--- config.mk ---
export PLATFORM = sky130hd
export DESIGN_NAME = vram_frame_reader
export DESIGN_NICKNAME = d
export VERILOG_FILES = /design/src/rtl/vram_frame_reader_pkg.sv /design/src/rtl/vram_frame_reader_sync_delay.sv /design/src/rtl/vram_frame_reader.sv
export SDC_FILE = /design/constraint.sdc
export NUM_CORES = 1
export LEC_CHECK = 0
export ABC_AREA = 0
export ABC_CLOCK_PERIOD_IN_PS = 1780
export CAP_MARGIN = 20
export CORE_MARGIN = 3
export CORE_UTILIZATION = 45
export CTS_BUF_LIST = sky130_fd_sc_hd__clkbuf_2
export CTS_CLUSTER_SIZE = 14
export DETAILED_ROUTE_END_ITERATION = 10
export PLACE_DENSITY = 0.95
export SLEW_MARGIN = 20
export SYNTH_ARGS = -nofsm -noshare
export SYNTH_HDL_FRONTEND = slang
export SYNTH_SLANG_ARGS = --single-unit
--- constraint.sdc ---
create_clock -name clk -period 1.78 [get_ports clk]
set_input_delay 0.356 -clock clk [delete_from_list [all_inputs] [get_ports clk]]
set_output_delay 0.356 -clock clk [all_outputs]
set_load 0.02 [all_outputs]
--- src/rtl/vram_frame_reader_pkg.sv ---
// Shared frame-store packing for the camera writer and the display reader.
// Word address layout: {row[8:0], field, xword[8:0]}, two 18-bit pixels per 36-bit word.
package vram_pkg;

  localparam int ROW_W     = 9;
  localparam int FIELD_W   = 1;
  localparam int XWORD_W   = 9;
  localparam int PIX_W     = 18;
  localparam int WORD_W    = 36;
  localparam int ADDR_W    = 19;
  localparam int IMG_W_DEF = 720;
  localparam int IMG_H_DEF = 480;

  typedef enum logic {
    WAIT_FRAME = 1'b0,
    RUN        = 1'b1
  } rd_state_e;

  // y[0] is the field bit, so interlaced lines land in separate half-banks.
  function automatic logic [ADDR_W-1:0] vram_pack_addr(input logic [XWORD_W-1:0] xword,
                                                       input logic [ROW_W:0]     y);
    return {y[ROW_W:FIELD_W], y[0], xword};
  endfunction

endpackage

--- src/rtl/vram_frame_reader_sync_delay.sv ---
// N-deep, W-wide shift register with async active-low reset; aligns side signals
// with the ZBT read pipeline.
module vram_sync_delay #(
  parameter int N = 4,
  parameter int W = 1
) (
  input  logic         clk,
  input  logic         rst_n,
  input  logic [W-1:0] d,
  output logic [W-1:0] q
);

  logic [W-1:0] sr [N];

  always_ff @(posedge clk or negedge rst_n) begin
    if (!rst_n) begin
      for (int i = 0; i < N; i++) sr[i] <= '0;
    end else begin
      sr[0] <= d;
      for (int i = 1; i < N; i++) sr[i] <= sr[i-1];
    end
  end

  assign q = sr[N-1];

endmodule

--- src/rtl/vram_frame_reader.sv ---
// Display-side frame store reader: beam position -> ZBT address -> pixel, syncs re-timed by L.
// Build option VRAM_TEST_PATTERN_EN adds an 8-bar test pattern selected by test_mode.
module vram_frame_reader
  import vram_pkg::*;
#(
  parameter int READ_LATENCY = 2,
  parameter int X_OFFSET     = 0,
  parameter int Y_OFFSET     = 0,
  parameter int IMG_W        = IMG_W_DEF,
  parameter int IMG_H        = IMG_H_DEF
) (
  input  logic              clk,
  input  logic              rst_n,
  input  logic [10:0]       hcount,
  input  logic [9:0]        vcount,
  input  logic              hsync_in,
  input  logic              vsync_in,
  input  logic              blank_in,
  input  logic              frame_in,
  input  logic              test_mode,
  input  logic [WORD_W-1:0] vram_read_data,
  output logic [ADDR_W-1:0] vram_addr,
  output logic              vram_bank,
  output logic [PIX_W-1:0]  pixel,
  output logic              pixel_valid,
  output logic              hsync_out,
  output logic              vsync_out,
  output logic              blank_out,
  output rd_state_e         fsm_state
);

  localparam int L = READ_LATENCY + 2;

  logic [10:0] x, y;
  logic        in_window, frame_start, frame_meta, frame_sync, run_win;

  assign x           = hcount - 11'(X_OFFSET);
  assign y           = {1'b0, vcount} - 11'(Y_OFFSET);
  assign in_window   = (x < 11'(IMG_W)) && (y < 11'(IMG_H));
  assign frame_start = (hcount == 11'd0) && (vcount == 10'd0);
  assign run_win     = in_window && (fsm_state == RUN);

  // Bank swaps only at frame start so a frame is never read from two banks.
  always_ff @(posedge clk or negedge rst_n) begin
    if (!rst_n) begin
      fsm_state  <= WAIT_FRAME;
      vram_addr  <= '0;
      vram_bank  <= 1'b0;
      frame_meta <= 1'b0;
      frame_sync <= 1'b0;
    end else begin
      frame_meta <= frame_in;
      frame_sync <= frame_meta;
      if (frame_start) begin
        vram_bank <= ~frame_sync;
        fsm_state <= RUN;
      end
      if (in_window) vram_addr <= vram_pack_addr(x[XWORD_W:1], y[ROW_W:0]);
    end
  end

  vram_sync_delay #(.N(L), .W(3)) u_sync_dly (
    .clk   (clk),
    .rst_n (rst_n),
    .d     ({hsync_in, vsync_in, blank_in}),
    .q     ({hsync_out, vsync_out, blank_out})
  );

  // Control rides L-1 stages so it meets the read data at the pixel register.
`ifdef VRAM_TEST_PATTERN_EN
  localparam int CTL_W = 6;
  logic [CTL_W-1:0] ctl_in, ctl_q;
  assign ctl_in = {run_win, x[0], test_mode, x[9:7]};
`else
  localparam int CTL_W = 2;
  logic [CTL_W-1:0] ctl_in, ctl_q;
  logic             unused_test_mode;
  assign ctl_in           = {run_win, x[0]};
  assign unused_test_mode = test_mode;
`endif

  vram_sync_delay #(.N(L-1), .W(CTL_W)) u_ctl_dly (
    .clk   (clk),
    .rst_n (rst_n),
    .d     (ctl_in),
    .q     (ctl_q)
  );

  // pixel_valid qualifies pixel on every cycle; there is no backpressure.
  always_ff @(posedge clk or negedge rst_n) begin
    if (!rst_n) begin
      pixel       <= '0;
      pixel_valid <= 1'b0;
    end else begin
      pixel_valid <= ctl_q[CTL_W-1];
      if (!ctl_q[CTL_W-1]) pixel <= '0;
`ifdef VRAM_TEST_PATTERN_EN
      else if (ctl_q[3]) pixel <= {6{ctl_q[2:0]}};
`endif
      else if (ctl_q[CTL_W-2]) pixel <= vram_read_data[PIX_W-1:0];
      else pixel <= vram_read_data[WORD_W-1:PIX_W];
    end
  end

endmodule

Word level (Yosys, flattened, before mapping) --
Index checks and enable logic that the tools add are counted.
Cells by class: add/sub/neg operators 0, multipliers 0, div/mod/pow operators 0, $lt $le $gt $ge 2, equality and inequality tests 0, shifts and indexed selects 0, muxes and demuxes 2, bitwise operators 1, reduce and logical (&&, ||, !) cells 5
Operator list (number):
- 18-bit 2-to-1 mux | 2
- 11-bit zero test | 1
- 11-bit by 10-bit < comparator with 1-bit output (second input constant) | 1
- 10-bit zero test | 1
- 10-bit by 9-bit < comparator with 1-bit output (second input constant) | 1
- 1-bit logical AND | 3
- 1-bit NOT | 1
Word-level totals: register bits after elaboration 60, latch bits 0, memory bits (writable) 0, memory bits (read-only) 0, input port bits 64, logic and storage cells 24, memories 0

Depth between registers and ports, before layout --
Gate-level depths: netlist of run 1.
word-level depth 3, depth in mapped cells 6, mapped depth without buffers 4

Cells and area by module --
A second synthesis of run 1 with hierarchy kept.
Unflattened totals: cells, all modules 145, area, all modules 2222.1 µm²
Modules (own cells, without submodules):
- vram_frame_reader | times used 1, cells an instance 122, area an instance 1734.2 µm², seq. area each 1051.0 µm²
- vram_sync_delay (u_sync_dly) | times used 1, cells an instance 15, area an instance 322.8 µm², seq. area each 300.3 µm²
- vram_sync_delay (u_ctl_dly) | times used 1, cells an instance 8, area an instance 165.2 µm², seq. area each 150.1 µm²

Least setup slack after synthesis of run 1 --
No wires, ideal clock.
path kind input -> register, from in hcount[5], to reg vram_addr[10], library setup time 0.125 ns, arrival 1.277 ns, data required time 1.655 ns, setup slack 0.378 ns, stages on the path 6, cell sequence nor2_2 -> o21bai_1 -> a21o_1 -> buf_6 -> buf_12 -> mux2_4
On the way: word-level cells in the longest chain between the ends 2
Ends and longest elaborated chain:
- start, declared | RTL line vram_frame_reader.sv:14 | input logic [10:0] hcount,
- 11-bit by 10-bit < comparator with 1-bit output | RTL line vram_frame_reader.sv:39 | assign in_window = (x < 11'(IMG_W)) && (y < 11'(IMG_H));
- 1-bit logical AND | RTL line vram_frame_reader.sv:39
- end signal, assigned | RTL line vram_frame_reader.sv:58 | if (in_window) vram_addr <= vram_pack_addr(x[XWORD_W:1], y[ROW_W:0]);
- end, declared | RTL line vram_frame_reader.sv:22 | output logic [ADDR_W-1:0] vram_addr,
Every way passes these cells. A chain may end at the register's enable or synchronous reset.

Worst setup path after layout of run 1 --
from reg vram_addr[12], to out vram_addr[12]
No word-level cell between the ends.

==> run_results.csv, run 1 <==
group,metric,value,unit
clocking,cts_buffers,9,
timing,worst_pin_slew,565,ps
finish,area_growth,58.8,%
clocking,clk_pin_slew_worst_paths,180,ps
power_and_ir_drop,powerDensity,922,nW/um^2
global_route,gr-usage-met2,0.322,
floorplan,rows,24,
floorplan,core_area,4530,um^2
detailed_routing,wl_per_cell,16.4,um
clocking,cts_root_buf,"clkbuf_2",
place,dpl.hpwl,3990,um
detailed_routing,drc_errors,0,
global_route,top_usage_layer,"met2",
synth,synth_area_leader_cell,"dfrtp_1",
synth,syn_nets,204,
timing,period_share,0.897,
place,place_area,3360,um^2
clocking,clk_latency,470,ps
worst_setup_path,crit_fanout,2,
timing,max_freq,0.626,GHz
detailed_routing,dr_total_vias,1582,
run,drv_cap,0,
worst_setup_path,startpoint_type,"flip-flop",
worst_setup_path,max_stage_delay,430,ps
timing,finalHoldViolCount,0,
floorplan,initial_core_util,0.482,
place,pre_cts_ws,-213,ps
finish,fin_nets,326,
finish,final_area,3470,um^2
global_route,grt_pass1_wl,7960,um
synth,syn_inst,140,
timing,finalSetupTns,0,ps
global_route,track_usage,0.195,
finish,n_antenna_cell,0,
status,status,"completed",
detailed_routing,totalWireLength,5440,um
synth,synth_top_area_frac,0.686,
detailed_routing,postRouteAntennaNets,0,
timing,rsz0062_at_grt,"no",
clocking,clkSinkCount,60,
floorplan,die_area,5730,um^2
floorplan,dieHeight,75.7,um
timing,clock_skew,17.1,ps
global_route,antenna_found_initial,0,
timing,setup_viol,0,
clocking,cts_tree,"done",
worst_setup_path,cp_slowest_cell,"dfrtp_1",
worst_setup_path,cp_num_buf_inv,1,
worst_setup_path,crit_required,1420,ps
detailed_routing,first_pass_iters,4,
finish,final_cell_count_no_fill,332,
worst_setup_path,path_cells,"dlygate4sd2_1",
finish,final_util,0.766,
synth,syn_area,2190,um^2
power_and_ir_drop,p_leak,1.74,nW
worst_setup_path,cp_top_family,"flip-flops",
synth,ys_types,21,
global_route,use_met1,0.221,
synth,ys_seq_area_frac,0.686,
synth,synthTopCellsByArea,"dfrtp_1, mux2i_1, mux2_4",
timing,setup_ws,184,ps
place,place_inst,315,
floorplan,ios,107,
global_route,grt_pass1_vias,1623,
global_route,grtUsageMet3,0.0778,
power_and_ir_drop,peakVddDrop,0.694,mV
synth,ys_ff_latch,60,
timing,period_minus_slack,1600,ps
floorplan,die_w,75.7,um
place,place_congestion,0.822,
worst_setup_path,worst_ep_arrival_time,1240,ps
timing,slew_headroom,0.624,
place,port_buffers,105,
synth,yosys_warnings,0,
global_route,overflow,0,
global_route,grt_max_degree,35,
synth,avgSynthCellArea,15.6,um^2
finish,drive_gt1_frac,0.172,
worst_hold_path,hp-class,"primary input to flip-flop",
worst_setup_path,critPathKind,"flip-flop to output port",
clocking,postCtsSetupBuffers,0,
detailed_routing,drtIter0Drc,32,
worst_setup_path,worst_setup_path_end_kind,"output port",
timing,maxSlewViolCount,0,
clocking,clk_path_buf_depth,2,
detailed_routing,via_per_inst,4.77,
clocking,htree_levels,3,
## path summary, 6_finish.rpt
kind                                           start                   endpoint  slack [ps]  cells after the start
min                                         frame_in       frame_meta$_DFF_PN0_         310                      1
max                        vram_addr[12]$_DFFE_PN0P_              vram_addr[12]         180                      1
max reg2reg                 u_ctl_dly.q[0]$_DFF_PN0_         pixel[0]$_DFF_PN0_         610                      3
min in group asynchronous                      rst_n   vram_addr[2]$_DFFE_PN0P_         410                      2
min reg2reg                u_ctl_dly.sr[2]$_DFF_PN0_   u_ctl_dly.q[0]$_DFF_PN0_         360                      0
max in group asynchronous                      rst_n  vram_addr[15]$_DFFE_PN0P_         800                      3
## through the flow
stage	total power, W	hold WS [ps]
4_1_cts	0.00324	271
3_5_place_dp	0.00219	335
3_3_place_gp	0.00217	332
5_1_grt	0.00333	263
2_1_floorplan	0.00179	60.4
6_report	0.00320	311
## per-layer routing
metal | up-vias | wire [um]
met3 | 12 | 629
met2 | 87 | 2660
li1 | 721 | -
met1 | 762 | 2050
met5 | - | 0
met4 | 0 | 98
## cell families after synthesis
logic type,Yosys count,share of synthesized area
AO/OA/AOI/OAI,3,0.0109
buffers and inverters,7,0.0240
flip-flops,60,0.686
multiplexers,36,0.188
AND/OR/NAND/NOR,34,0.0904
## report_power, final
group          switching (W)  internal [W]
logic               0.000269      0.000321
clock network       0.000501      0.000601
registers          0.0000473       0.00146
total               0.000818       0.00238
## layout by cell type, fill, tap and decap left out, types with 3 or more instances in the layout
cell             count
clkdlybuf4s50_1     61
dfrtp_1             60
dlygate4sd2_1       43
mux2i_1             19
nor2b_1             18
mux2_2               9
clkbuf_2             9
buf_4                9
mux2_4               8
nor4_1               4
nand2_1              3
nor2_1               3
bufinv_16            3
## synth_stat cells (all sizes together)
| cell type | number |
|---|---|
| a21o | 1 |
| inv | 2 |
| nor2b | 18 |
| nand4 | 2 |
| nor3 | 1 |
| or2 | 1 |
| nand2 | 3 |
| nor2 | 4 |
| and2 | 1 |
| nor4 | 4 |
| clkbuf | 1 |
| mux2 | 17 |
| o22a | 1 |
| buf | 4 |
| o21bai | 1 |
| dfrtp | 60 |
| mux2i | 19 |
## final cells by class
| type | count | area [um^2] |
|---|---|---|
| multi-input cells | 73 | 633 |
| flip-flops and latches | 60 | 1500 |
| repair buffers | 116 | 1090 |
| clock inverters | 7 | 115 |
| fillers | 303 | 1060 |
| inverters | 2 | 7.51 |
| clock buffers | 9 | 45.0 |
| well taps | 65 | 81.3 |
## sequential cells by signal (all words and copies together) (netlist names)
name / count
vram_bank: 1
u_sync_dly.q: 3
u_sync_dly.sr: 9
frame_meta: 1
pixel: 18
u_ctl_dly.sr: 4
pixel_valid: 1
u_ctl_dly.q: 2
vram_addr: 19
frame_sync: 1
fsm_state: 1
## timing repair
action | 4_1_cts | 5_1_grt
endpoints found under the setup margin | 43 | 0
gates resized for setup | 43 | 0
endpoints found under the hold margin | 23 | 0
hold buffers | 1 | 0
No activity file was read; power rests on OpenSTA's default activity.
==> inputs of run 2 (changes only) <==
CTS_BUF_LIST = sky130_fd_sc_hd__clkbuf_2 sky130_fd_sc_hd__clkbuf_4 sky130_fd_sc_hd__clkbuf_8   (was sky130_fd_sc_hd__clkbuf_2)
==> run_results.csv, run 2 (synthesized netlist as in run 1, its figures left out) <==
group,metric,value,unit
status,status,"completed",
clocking,cts_resized,0,
detailed_routing,via_per_inst,4.67,
timing,rsz0062_at_grt,"no",
worst_setup_path,crit_required,1420,ps
worst_setup_path,worst_setup_path_end_kind,"output port",
detailed_routing,dr.max_layer_used,"met4",
place,place_area,3360,um^2
clocking,htree_levels,3,
worst_setup_path,startpoint_type,"flip-flop",
power_and_ir_drop,powerDensity,1020,nW/um^2
finish,reg.largest.list,"vram_addr x19, pixel x18, u_sync_dly.sr x9",
detailed_routing,totalWireLength,5330,um
clocking,clk_latency,330,ps
finish,area_growth,64.9,%
clocking,cts_root_buf,"clkbuf_8",
clocking,clk_path_buf_depth,2,
floorplan,core_area,4530,um^2
worst_setup_path,cp_slowest_cell,"clkdlybuf4s50_1",
worst_hold_path,hp-class,"primary input to asynchronous set/reset pin",
clocking,cts_tree,"done",
place,dpl.hpwl,3990,um
finish,register_area,1500,um^2
clocking,cts_buffers,9,
floorplan,die_area,5730,um^2
detailed_routing,m1WireLength,2160,um
place,place_congestion,0.822,
finish,multiInputGateArea,633,um^2
worst_setup_path,crit_fanout,2,
global_route,antenna_found_initial,0,
finish,layout_common_cells,"clkdlybuf4s50_1, dfrtp_1, mux2i_1",
global_route,grt_max_degree,35,
detailed_routing,drc_errors,0,
timing,clock_skew,4.96,ps
detailed_routing,first_pass_iters,6,
finish,fillCellCount,268,
global_route,overflow,0,
finish,drive_gt1_frac,0.177,
timing,finalHoldViolCount,0,
clocking,cts_hold_buf,0,
finish,final_area,3610,um^2
finish,fin_nets,325,
detailed_routing,met3_length,602,um
timing,maxSlewViolCount,0,
timing,setup_ws,94.3,ps
worst_setup_path,cp_top_family,"buffers and inverters",
detailed_routing,dr_total_vias,1546,
worst_setup_path,cp_num_buf_inv,1,
timing,setup_viol,0,
worst_setup_path,critPathKind,"flip-flop to output port",
power_and_ir_drop,switching_share,0.232,
power_and_ir_drop,peakVddDrop,0.748,mV
worst_setup_path,worst_ep_arrival_time,1330,ps
detailed_routing,drtIter0Drc,42,
run,drv_cap,0,
finish,n_antenna_cell,0,
power_and_ir_drop,power.share.clock,0.410,
worst_setup_path,max_stage_delay,630,ps
finish,layout_commonest_cell,"clkdlybuf4s50_1",
power_and_ir_drop,intPower,0.00281,W
floorplan,ios,107,
timing,slew_headroom,0.623,
worst_setup_path,path_cells,"clkdlybuf4s50_1",
power_and_ir_drop,power_frac_seq,0.414,
place,port_buffers,105,
finish,top_register,"vram_addr",
clocking,clkSinkCount,60,
timing,period_share,0.947,
global_route,track_usage,0.190,
floorplan,dieHeight,75.7,um
clocking,postCtsSetupBuffers,0,
place,pre_cts_ws,-213,ps
finish,final_util,0.795,
power_and_ir_drop,p_leak,1.63,nW
timing,period_minus_slack,1690,ps
detailed_routing,wl_met2,2480,um
clocking,clk_pin_slew_worst_paths,70,ps
floorplan,initial_core_util,0.482,
global_route,grt_pass1_wl,7710,um
detailed_routing,postRouteAntennaNets,0,
timing,max_freq,0.593,GHz
global_route,grt_pass1_vias,1570,
detailed_routing,wl_per_cell,16.1,um
finish,largest_reg_flops,19,
power_and_ir_drop,p_switching,0.000851,W
floorplan,rows,24,
floorplan,die_w,75.7,um
worst_setup_path,rrSetupSlack,650,ps
timing,worst_pin_slew,565,ps
power_and_ir_drop,combPwrFrac,0.177,
## run 2: cell types whose count changed in the layout (fill, tap and decap cells not counted)
cell,change
clkdlybuf4s50_1,+43
dlygate4sd3_1,-1
clkbuf_2,-9
clkbuf_8,+10
clkinv_1,-1
dlygate4sd2_1,-43
## run 2: final cells by class
cell class,instances,area share
Sequential cell,60,0.416
Tap cell,65,0.0226
Multi-Input combinational cell,73,0.176
Clock inverter,6,0.0309
Inverter,2,0.00208
Clock buffer,10,0.0382
Timing Repair Buffer,115,0.314
## run 2: power by group through the flow
stage,combinational (W),sequential [W],clock (W)
floorplan,0.000155,0.00164,0
global placement,0.000639,0.00153,0
detailed placement,0.000651,0.00154,0
CTS,0.000656,0.00152,0.00153
global route,0.000685,0.00153,0.00159
finish,0.000647,0.00152,0.00150
## run 2: worst paths after layout
path	from	end	cells after the start
min in group clk	u_sync_dly.sr[4]$_DFF_PN0_	u_sync_dly.q[1]$_DFF_PN0_	0
max in group asynchronous	rst_n	pixel[10]$_DFF_PN0_	2
worst max register to register	u_ctl_dly.q[0]$_DFF_PN0_	pixel[0]$_DFF_PN0_	3
worst min-delay path	rst_n	u_sync_dly.q[1]$_DFF_PN0_	1
worst max-delay path	vram_addr[13]$_DFFE_PN0P_	vram_addr[13]	1
worst min register to register	u_sync_dly.sr[4]$_DFF_PN0_	u_sync_dly.q[1]$_DFF_PN0_	0
## run 2: metrics by stage
| step | setup TNS (ps) | hold WS, ps | cells | total power (W) |
|---|---|---|---|---|
| final | 0 | 8.87 | 331 | 0.00366 |
| after global routing | 0 | 35.6 | 331 | 0.00380 |
| after CTS | 0 | 14.2 | 331 | 0.00370 |
| after detailed placement | -2330 | 335 | 315 | 0.00219 |
| after floorplan | 0 | 60.4 | 140 | 0.00179 |
| after global placement | -2050 | 332 | 315 | 0.00217 |
## run 2: routing by layer
| layer | vias to the layer above | global-route usage |
|---|---|---|
| met5 | - | 0 |
| met3 | 9 | 0.0752 |
| li1 | 714 | - |
| met1 | 733 | 0.231 |
| met4 | 0 | 0.0816 |
| met2 | 90 | 0.300 |
